<file path="src/rtl/rv32_ifu_pkg.sv">
// Shared widths, reset defaults and the buffered-instruction payload for the RV32 fetch unit.
package rv32_ifu_pkg;

    localparam int unsigned XLEN   = 32;
    localparam int unsigned INST_W = 32;

    localparam logic [XLEN-1:0] RESET_PC_DEF = 32'h8000_0000;
    localparam int unsigned     DEPTH_DEF    = 2;

    typedef struct packed {
        logic [INST_W-1:0] inst;
        logic [XLEN-1:0]   pc;
        logic              fault;
    } inst_entry_t;

    // Sequential fetch step; wraps naturally at 32 bits.
    function automatic logic [XLEN-1:0] pc_inc(input logic [XLEN-1:0] pc);
        return pc + XLEN'(4);
    endfunction

endpackage

</file>
<file path="src/rtl/rv32_sync_fifo.sv">
// Synchronous FIFO with flush and occupancy count; DEPTH must be a power of two.
module rv32_sync_fifo #(
    parameter int unsigned WIDTH = 32,
    parameter int unsigned DEPTH = 2
) (
    input  logic                         clk,
    input  logic                         rst_n,
    input  logic                         flush,
    input  logic                         push,
    input  logic [WIDTH-1:0]             push_data,
    input  logic                         pop,
    output logic [WIDTH-1:0]             pop_data,
    output logic                         empty,
    output logic [$clog2(DEPTH+1)-1:0]   count
);

    localparam int unsigned AW = (DEPTH > 1) ? $clog2(DEPTH) : 1;
    localparam int unsigned CW = $clog2(DEPTH+1);

    logic [WIDTH-1:0] mem_q [DEPTH];
    logic [WIDTH-1:0] mem_d [DEPTH];
    logic [AW-1:0]    wr_ptr_q, wr_ptr_d;
    logic [AW-1:0]    rd_ptr_q, rd_ptr_d;
    logic [CW-1:0]    count_q, count_d;
    logic             full;
    logic             do_push;
    logic             do_pop;

    assign full     = (count_q == CW'(DEPTH));
    assign empty    = (count_q == '0);
    assign count    = count_q;
    assign pop_data = mem_q[rd_ptr_q];

    // A push into a full queue is legal only when the head leaves in the same cycle.
    assign do_push = push && (!full || pop);
    assign do_pop  = pop && !empty;

    always_comb begin
        mem_d    = mem_q;
        wr_ptr_d = wr_ptr_q;
        rd_ptr_d = rd_ptr_q;
        count_d  = count_q;
        if (flush) begin
            wr_ptr_d = '0;
            rd_ptr_d = '0;
            count_d  = '0;
        end else begin
            if (do_push) begin
                mem_d[wr_ptr_q] = push_data;
                wr_ptr_d        = wr_ptr_q + AW'(1);
            end
            if (do_pop) begin
                rd_ptr_d = rd_ptr_q + AW'(1);
            end
            count_d = count_q + CW'(do_push) - CW'(do_pop);
        end
    end

    always_ff @(posedge clk or negedge rst_n) begin
        if (!rst_n) begin
            mem_q    <= '{default: '0};
            wr_ptr_q <= '0;
            rd_ptr_q <= '0;
            count_q  <= '0;
        end else begin
            mem_q    <= mem_d;
            wr_ptr_q <= wr_ptr_d;
            rd_ptr_q <= rd_ptr_d;
            count_q  <= count_d;
        end
    end

    a_no_overflow: assert property (@(posedge clk) disable iff (!rst_n)
        !(push && !flush && full && !pop));

endmodule

</file>
<file path="src/rtl/rv32_ifu.sv">
// RV32 instruction fetch unit: credit-limited in-order imem reads, buffered for decode, flushed on redirect.
module rv32_ifu
    import rv32_ifu_pkg::*;
#(
    parameter logic [XLEN-1:0] RESET_PC = RESET_PC_DEF,
    parameter int unsigned     DEPTH    = DEPTH_DEF
) (
    input  logic              I_clk,
    input  logic              I_rst_n,
    input  logic              I_redirect_valid,
    input  logic [XLEN-1:0]   I_redirect_pc,
    output logic              O_imem_req_valid,
    input  logic              I_imem_req_ready,
    output logic [XLEN-1:0]   O_imem_req_addr,
    input  logic              I_imem_rsp_valid,
    input  logic [INST_W-1:0] I_imem_rsp_data,
    input  logic              I_imem_rsp_err,
    output logic              O_inst_valid,
    input  logic              I_inst_ready,
    output logic [INST_W-1:0] O_inst,
    output logic [XLEN-1:0]   O_inst_pc,
    output logic              O_inst_fault
);

    localparam int unsigned CW = $clog2(DEPTH+1);
    localparam int unsigned SW = CW + 1;
    localparam int unsigned EW = $bits(inst_entry_t);

    logic            run_q, run_d;
    logic [XLEN-1:0] fetch_pc_q, fetch_pc_d;
    logic [CW-1:0]   drop_q, drop_d;
    logic            pend_q, pend_d;
    logic            stale_q, stale_d;
    logic [XLEN-1:0] stale_addr_q, stale_addr_d;

    logic [CW-1:0]   aq_count;
    logic            aq_empty;
    logic [XLEN-1:0] rsp_addr;
    logic [CW-1:0]   oq_count;
    logic            oq_empty;
    inst_entry_t     oq_head;
    inst_entry_t     oq_in;

    logic            credit;
    logic            fire;
    logic            hold;
    logic            keep;
    logic            oq_pop;
    logic [CW-1:0]   out_after;
    logic [XLEN-1:0] redirect_pc;

    // Address queue depth doubles as the outstanding-request count.
    assign credit           = (SW'(aq_count) + SW'(oq_count)) < SW'(DEPTH);
    assign O_imem_req_valid = run_q && (pend_q || credit);
    assign O_imem_req_addr  = stale_q ? stale_addr_q : fetch_pc_q;
    assign fire             = O_imem_req_valid && I_imem_req_ready;
    assign hold             = O_imem_req_valid && !I_imem_req_ready;
    assign keep             = I_imem_rsp_valid && (drop_q == '0) && !I_redirect_valid;
    assign oq_pop           = !oq_empty && I_inst_ready;
    assign out_after        = aq_count + CW'(fire) - CW'(I_imem_rsp_valid);
    assign redirect_pc      = I_redirect_pc & ~XLEN'(3);

    assign oq_in = '{inst: I_imem_rsp_data, pc: rsp_addr, fault: I_imem_rsp_err};

    assign O_inst_valid = !oq_empty;
    assign O_inst       = oq_head.inst;
    assign O_inst_pc    = oq_head.pc;
    assign O_inst_fault = oq_head.fault;

    rv32_sync_fifo #(.WIDTH(XLEN), .DEPTH(DEPTH)) u_addr_q (
        .clk       (I_clk),
        .rst_n     (I_rst_n),
        .flush     (1'b0),
        .push      (fire),
        .push_data (O_imem_req_addr),
        .pop       (I_imem_rsp_valid),
        .pop_data  (rsp_addr),
        .empty     (aq_empty),
        .count     (aq_count)
    );

    rv32_sync_fifo #(.WIDTH(EW), .DEPTH(DEPTH)) u_out_q (
        .clk       (I_clk),
        .rst_n     (I_rst_n),
        .flush     (I_redirect_valid),
        .push      (keep),
        .push_data (oq_in),
        .pop       (oq_pop),
        .pop_data  (oq_head),
        .empty     (oq_empty),
        .count     (oq_count)
    );

    // A request held across a redirect keeps its old address and is counted as a drop.
    always_comb begin
        run_d        = 1'b1;
        fetch_pc_d   = fetch_pc_q;
        drop_d       = drop_q;
        pend_d       = hold;
        stale_d      = stale_q && hold;
        stale_addr_d = stale_addr_q;
        if (fire && !stale_q) begin
            fetch_pc_d = pc_inc(fetch_pc_q);
        end
        if (I_imem_rsp_valid && (drop_q != '0)) begin
            drop_d = drop_q - CW'(1);
        end
        if (I_redirect_valid) begin
            fetch_pc_d   = redirect_pc;
            drop_d       = out_after + CW'(hold);
            stale_d      = hold;
            stale_addr_d = O_imem_req_addr;
        end
    end

    always_ff @(posedge I_clk or negedge I_rst_n) begin
        if (!I_rst_n) begin
            run_q        <= 1'b0;
            fetch_pc_q   <= RESET_PC;
            drop_q       <= '0;
            pend_q       <= 1'b0;
            stale_q      <= 1'b0;
            stale_addr_q <= '0;
        end else begin
            run_q        <= run_d;
            fetch_pc_q   <= fetch_pc_d;
            drop_q       <= drop_d;
            pend_q       <= pend_d;
            stale_q      <= stale_d;
            stale_addr_q <= stale_addr_d;
        end
    end

    a_rsp_has_req: assert property (@(posedge I_clk) disable iff (!I_rst_n)
        I_imem_rsp_valid |-> !aq_empty);

endmodule

</file>
<file path="config.mk">
export PLATFORM = sky130hd
export DESIGN_NAME = rv32_ifu
export DESIGN_NICKNAME = d
export VERILOG_FILES = /design/src/rtl/rv32_ifu_pkg.sv /design/src/rtl/rv32_sync_fifo.sv /design/src/rtl/rv32_ifu.sv
export SDC_FILE = /design/constraint.sdc
export NUM_CORES = 1
export LEC_CHECK = 0
export BUFFER_PORTS_ARGS = -buffer_cell sky130_fd_sc_hd__buf_2
export CORE_ASPECT_RATIO = 1.25
export CORE_MARGIN = 2
export CORE_UTILIZATION = 40
export CTS_CLUSTER_SIZE = 12
export DETAILED_ROUTE_END_ITERATION = 8
export PLACE_DENSITY = 0.62
export SYNTH_ARGS = -nofsm -noshare
export SYNTH_HDL_FRONTEND = slang
export SYNTH_SLANG_ARGS = --single-unit
</file>
<file path="constraint.sdc">
create_clock -name I_clk -period 3.4 [get_ports I_clk]
set_clock_uncertainty 0.15 [all_clocks]
set_input_delay 0.34 -clock I_clk [delete_from_list [all_inputs] [get_ports I_clk]]
set_output_delay 0.34 -clock I_clk [all_outputs]
set_load 0.03 [all_outputs]
</file>
---- Yosys cells after proc, flatten, opt, wreduce, memory -nomap -nowiden ----
Cells that the tools add are included.
cells by class
  add/sub/neg operators ................... 14
  order comparisons ....................... 7
  eq/ne operators ......................... 2
  mux-type cells .......................... 23
  bitwise logic cells ..................... 5
  reduce and logical (&&, ||, !) cells .... 34
operators with widths
  cell                                                      number
  2-to-1 mux 65 bit                                         4
  2-to-1 mux 32 bit                                         7
  bitwise mux 130 bit                                       1
  demux 65 bit (select 1 bit)                               1
  bitwise mux 64 bit                                        1
  adder 32 x 3 -> 32 bit, second input constant             1
  demux 32 bit (select 1 bit)                               1
  logical AND 1 bit                                         15
  nonzero test 2 bit                                        5
  adder 2 x 1 -> 2 bit                                      4
  greater-or-equal comparator 2 bit, second input constant  4
  NOT 1 -> 2 bit                                            4
  logical NOT 1 bit                                         7
  logical NOT 2 bit                                         3
  2-to-1 mux 2 bit                                          3
  subtractor 2 x 1 -> 2 bit                                 3
  2-to-1 mux 1 bit                                          5
  adder 1 bit, second input constant                        4
  equality test 2 bit, second input constant                2
  < comparator 2 x 1 -> 1 bit, second input constant        2
  adder 2 x 2 -> 3 bit                                      1
  logical OR 1 bit                                          3
  < comparator 3 x 2 -> 1 bit, second input constant        1
  AND reduction 2 bit                                       1
  2 further kinds                                           2
word-level totals
  register bits ........................... 271
  input bits .............................. 71
  output and inout port bits .............. 99

---- Longest topological paths before layout ----
  depth after elaboration ................. 9
  gate-level depth with buffers ........... 11
  depth with buffers taken out ............ 11

---- Hierarchy ----
From an unflattened synthesis, not the netlist that was laid out.
unflattened totals
  cell total of the unflattened synthesis .. 931
  area, all modules ....................... 12899.9 um^2
modules (own cells, without submodules)
  module                     instances  cells an instance  area an instance (um^2)  seq. area each (um^2)
  rv32_sync_fifo (u_out_q)   1          370                6064.6                   3353.2
  rv32_ifu                   1          366                3732.3                   1677.9
  rv32_sync_fifo (u_addr_q)  1          195                3103.0                   1701.6

---- Least setup slack after synthesis ----
OpenSTA, ideal clock, no wires.
  path type ............................... register to register
  start point ............................. reg u_addr_q.count_q[1], in the netlist u_addr_q.count[1]
  end point ............................... reg drop_q[1]
  library setup time ...................... 0.137 ns
  arrival time ............................ 2.866 ns
  setup slack ............................. 0.247 ns
  stages on the path, launching flop included .. 12
  cells stage by stage .................... dfrtp_1 -> inv_1 -> fa_1 -> a21o_1 -> and2_1 -> nor2b_1 -> inv_1 -> ha_1 -> fa_1 -> xnor2_1 -> xnor2_1 -> a21oi_1
on the way
  elaborated cells between the ends (all ways) .. 10
  those cells by class .................... 4 x add/sub; 1 x order compare; 1 x mux; 4 x reduce/logical
RTL lines
  element                      RTL line              RTL
  from (decl)                  rv32_sync_fifo.sv:24  logic [CW-1:0] count_q, count_d;
  from (signal assigned)       rv32_sync_fifo.sv:69  count_q <= count_d;
  adder 2 x 2 -> 3 bit         rv32_ifu.sv:53        assign credit = (SW'(aq_count) + SW'(oq_count)) < SW'(DEPTH);
  < comparator 3 x 2 -> 1 bit  rv32_ifu.sv:53
  logical OR 1 bit             rv32_ifu.sv:54        assign O_imem_req_valid = run_q && (pend_q || credit);
  logical AND 1 bit            rv32_ifu.sv:54
  via O_imem_req_valid         rv32_ifu.sv:12        output logic O_imem_req_valid,
  logical AND 1 bit            rv32_ifu.sv:57        assign hold = O_imem_req_valid && !I_imem_req_ready;
  via hold                     rv32_ifu.sv:46        logic hold;
  adder 2 x 1 -> 2 bit         rv32_ifu.sv:110       drop_d = out_after + CW'(hold);
  2-to-1 mux 2 bit             rv32_ifu.sv:108       if (I_redirect_valid) begin
  to (signal assigned)         rv32_ifu.sv:127       drop_q <= drop_d;
  to (decl)                    rv32_ifu.sv:31        logic [CW-1:0] drop_q, drop_d;
The timed path passes the listed nets, and every way through them passes these cells.
A chain may end at the register's enable or synchronous reset.

---- Worst setup path after layout ----
  start point ............................. reg u_addr_q.count_q[1], in the netlist u_addr_q.count[1]
  end point ............................... reg drop_q[1]
on the way
  elaborated cells between the ends (all ways) .. 10
  those cells by class .................... 4 x add/sub; 1 x order compare; 1 x mux; 4 x reduce/logical
RTL lines
  element                      RTL line
  adder 2 x 2 -> 3 bit         rv32_ifu.sv:53
  < comparator 3 x 2 -> 1 bit  rv32_ifu.sv:53
  logical OR 1 bit             rv32_ifu.sv:54
  logical AND 1 bit            rv32_ifu.sv:54
  logical AND 1 bit            rv32_ifu.sv:57
  via hold                     rv32_ifu.sv:46
  adder 2 x 1 -> 2 bit         rv32_ifu.sv:110
  2-to-1 mux 2 bit             rv32_ifu.sv:108
The timed path passes the listed nets, and every way through them passes these cells.

==> out/summary.txt <==
initial antenna violation count: 0
most common cell after layout, fill and taps aside: dfrtp_1
Post-synth ARST share: 100%
final setup violation count: 0
antenna-violating nets left: 0
DP Wirelength: 18.3 mm
placed cells: 1533
cts-stage hold buffer count: 65
worst vdd ir: 0.626 mV
CTS resizes: 0
number of nets in the layout: 1308
Total Routing Usage GR: 17.2%
Clock Path Buffers: 3
Critical Path RT: 3650 ps
routability cong.: 0.827
max-cap viol count: 0
Yosys warning count: 0
Gate Count Post-Synth: 1017
HP Class: primary input to flop
CP startpoint kind: flop
Die Y: 200 um
period utilisation layout: 89.0%
status: finished, final reports clean
Final Power: 14100 uW
measured slew at the worst slew-check pin: 1070 ps
depth of the CTS H-tree: 1
share of layout cells above drive strength 1: 38.2%
area grow syn2layout: 23.2%
CP max FO: 5
number of global-route vias before repair: 8454
Hold WS: 35.3 ps
Worst-Skew Late Latency: 550 ps
die area: 0.0323 sq mm
Stages on worst setup path: 11
number of flops mapped to enable cells by yosys: 0
clk slew on worst S/H paths: 60 ps
Initial Util: 40.9%
Final min period: 3030 ps
Worst R2R Path Depth: 11
reg-to-reg setup timing slack: 370 ps
Worst R2R Start: u_addr_q.count[1]
sequential area share after synthesis: 54.5%
power per cell area: 924 mW/mm^2
CTS tree: done
Synth Flop Type: dfrtp_1
Port Buf Inserts: 167
Max stage delay on crit path: 560 ps
DR WL met2: 13.4 mm
CP Capture Type: flop
worst path cell trace: inv_1 -> fa_1 -> a21o_1 -> and2_1 -> nor2b_1 -> inv_1 -> ha_1 -> fa_1 -> xnor2_1 -> xnor2_1 -> a21oi_1
count of different cell masters after synthesis: 54
clk sinks: 269
Non-Filler Instances: 1650
met3 wire length: 1.35 mm
commonest non-fill, non-tap cells in the layout: dfrtp_1, mux2_2, buf_2
# IOs: 170
cts bufs inserted: 29
row cnt: 71
vias: 8531
fillers: 2764
WHS Endpoint: u_addr_q.rd_ptr_q
Die X: 161 um
Setup TNS: 0 ps
drt wl/cell: 17.1 um
postcts setup bufs: 0
FF-to-FF End: drop_q[1]
Syn Nets: 1097
Top delay family on crit path: adder cells
critical path class: flop to flop
max layer used: met4
Yosys reg bits: 269
WHS Path Cells: 3
worst hold start: I_imem_rsp_valid
vias per cell: 5.17
RSZ-0062 raised after global routing: no
core area: 0.0302 sq mm
# diodes: 0
met1 wire length: 12.9 mm
Worst EP arrival: 3270 ps
CP max-delay cell: fa_1
final-report hold violation count: 0
DRT Pass-1 Iters: 4
GR Overflow Total: 0
drt total wl: 28.1 mm
first-pass GRT wire length: 45.3 mm
Root Buffer: clkbuf_16
DRT iter0 DRCs: 473
leak pwr: 0.00672 uW
Mean Syn Cell Area: 12.1 sq um
pin count of the biggest net entering global routing: 99
Max Transition Viols Final: 0
Slew headroom: 28.7%
WP buf/inv: 2
DRC: 0
Synth Cell Area: 0.0123 sq mm
f_max: 330 MHz
[routing by layer]
layer	global-route usage [%]	vias to the layer above
li1	-	4072
met1	23.5	4224
met2	28.6	195
met3	2.56	40
met4	4.91	0
met5	0	-
[worst reg2reg max path, cell delays in order (launching register included)]
cell and delay [ps]:
dfrtp_1 430, inv_1 90, fa_1 560, a21o_1 130, and2_1 170, nor2b_1 220
inv_1 60, ha_1 290, fa_1 380, xnor2_1 170, xnor2_1 140, a21oi_1 80
[worst max-delay path by stage]
| stage | from | endpoint |
|---|---|---|
| after floorplan | u_addr_q.count[1] | drop_q[1] |
| after global placement | u_addr_q.count[1] | drop_q[1] |
| after detailed placement | u_addr_q.count[1] | drop_q[1] |
| after CTS | u_addr_q.count[1] | drop_q[1] |
| after global routing | u_addr_q.count[1] | drop_q[1] |
| final | u_addr_q.count[1] | drop_q[1] |
[registers in the layout, indices dropped and copies added (netlist names)]
register / count
u_addr_q.rd_ptr_q: 1
drop_q: 2
u_addr_q.count: 2
fetch_pc_q: 30
run_q: 1
stale_addr_q: 32
pend_q: 1
u_out_q.wr_ptr_q: 1
u_addr_q.wr_ptr_q: 1
u_out_q.count: 2
stale_q: 1
u_out_q.mem_q: 130
u_out_q.rd_ptr_q: 1
u_addr_q.mem_q: 64
[final cells by class]
class	instances	area, sq um	area share [%]
clock buffer	47	853	5.61
clock inverter	5	77.6	0.510
inverter	17	63.8	0.419
multi-input combinational	663	5290	34.8
sequential	269	6740	44.3
tap	401	502	3.30
timing repair buffer	248	1690	11.1
[synth_stat cells, types with 8 or more instances]
cell type	count	area share, %
nand4_1	21	1.1
clkbuf_1	44	1.3
or4_1	8	0.49
mux2_2	243	22
a31oi_1	12	0.61
mux2i_1	33	2.7
o31ai_1	14	0.85
nand2_1	33	1.0
o21ai_0	23	0.93
dfrtp_1	268	54
buf_1	10	0.30
xnor2_1	10	0.71
and2_1	8	0.41
buf_2	12	0.49
nand3_1	20	0.81
nor2_1	90	2.7
a21oi_1	66	2.7
inv_1	17	0.52
[kinds of logic after synthesis]
kind of cell             count (synthesis)  share of synthesized area [%]
multiplexers                           276                           24.8
flip-flops                             269                           54.5
adder cells (fa/ha/maj)                  9                           1.03
AND/OR/NAND/NOR                        227                           9.31
other                                    1                         0.0304
buffers and inverters                   85                           2.78
AO/OA/AOI/OAI                          135                           6.41
XOR/XNOR                                15                           1.06
[per-stage QoR]
| stage | utilization [%] | cell area (sq um) | worst slack, ps |
|---|---|---|---|
| global route | 50.4 | 15200 | 137 |
| floorplan | - | 12300 | 247 |
| global placement | 45.1 | 13600 | 398 |
| finish | 50.4 | 15200 | 373 |
| CTS | 50.4 | 15200 | 340 |
| detailed placement | 45.1 | 13600 | 386 |
[where the power goes]
part           switching [uW]  internal (uW)
Sequential                796           4470
Combinational            3240           2470
Clock                    1240           1850
Total                    5270           8790
Power figures use the tool's default switching activity.
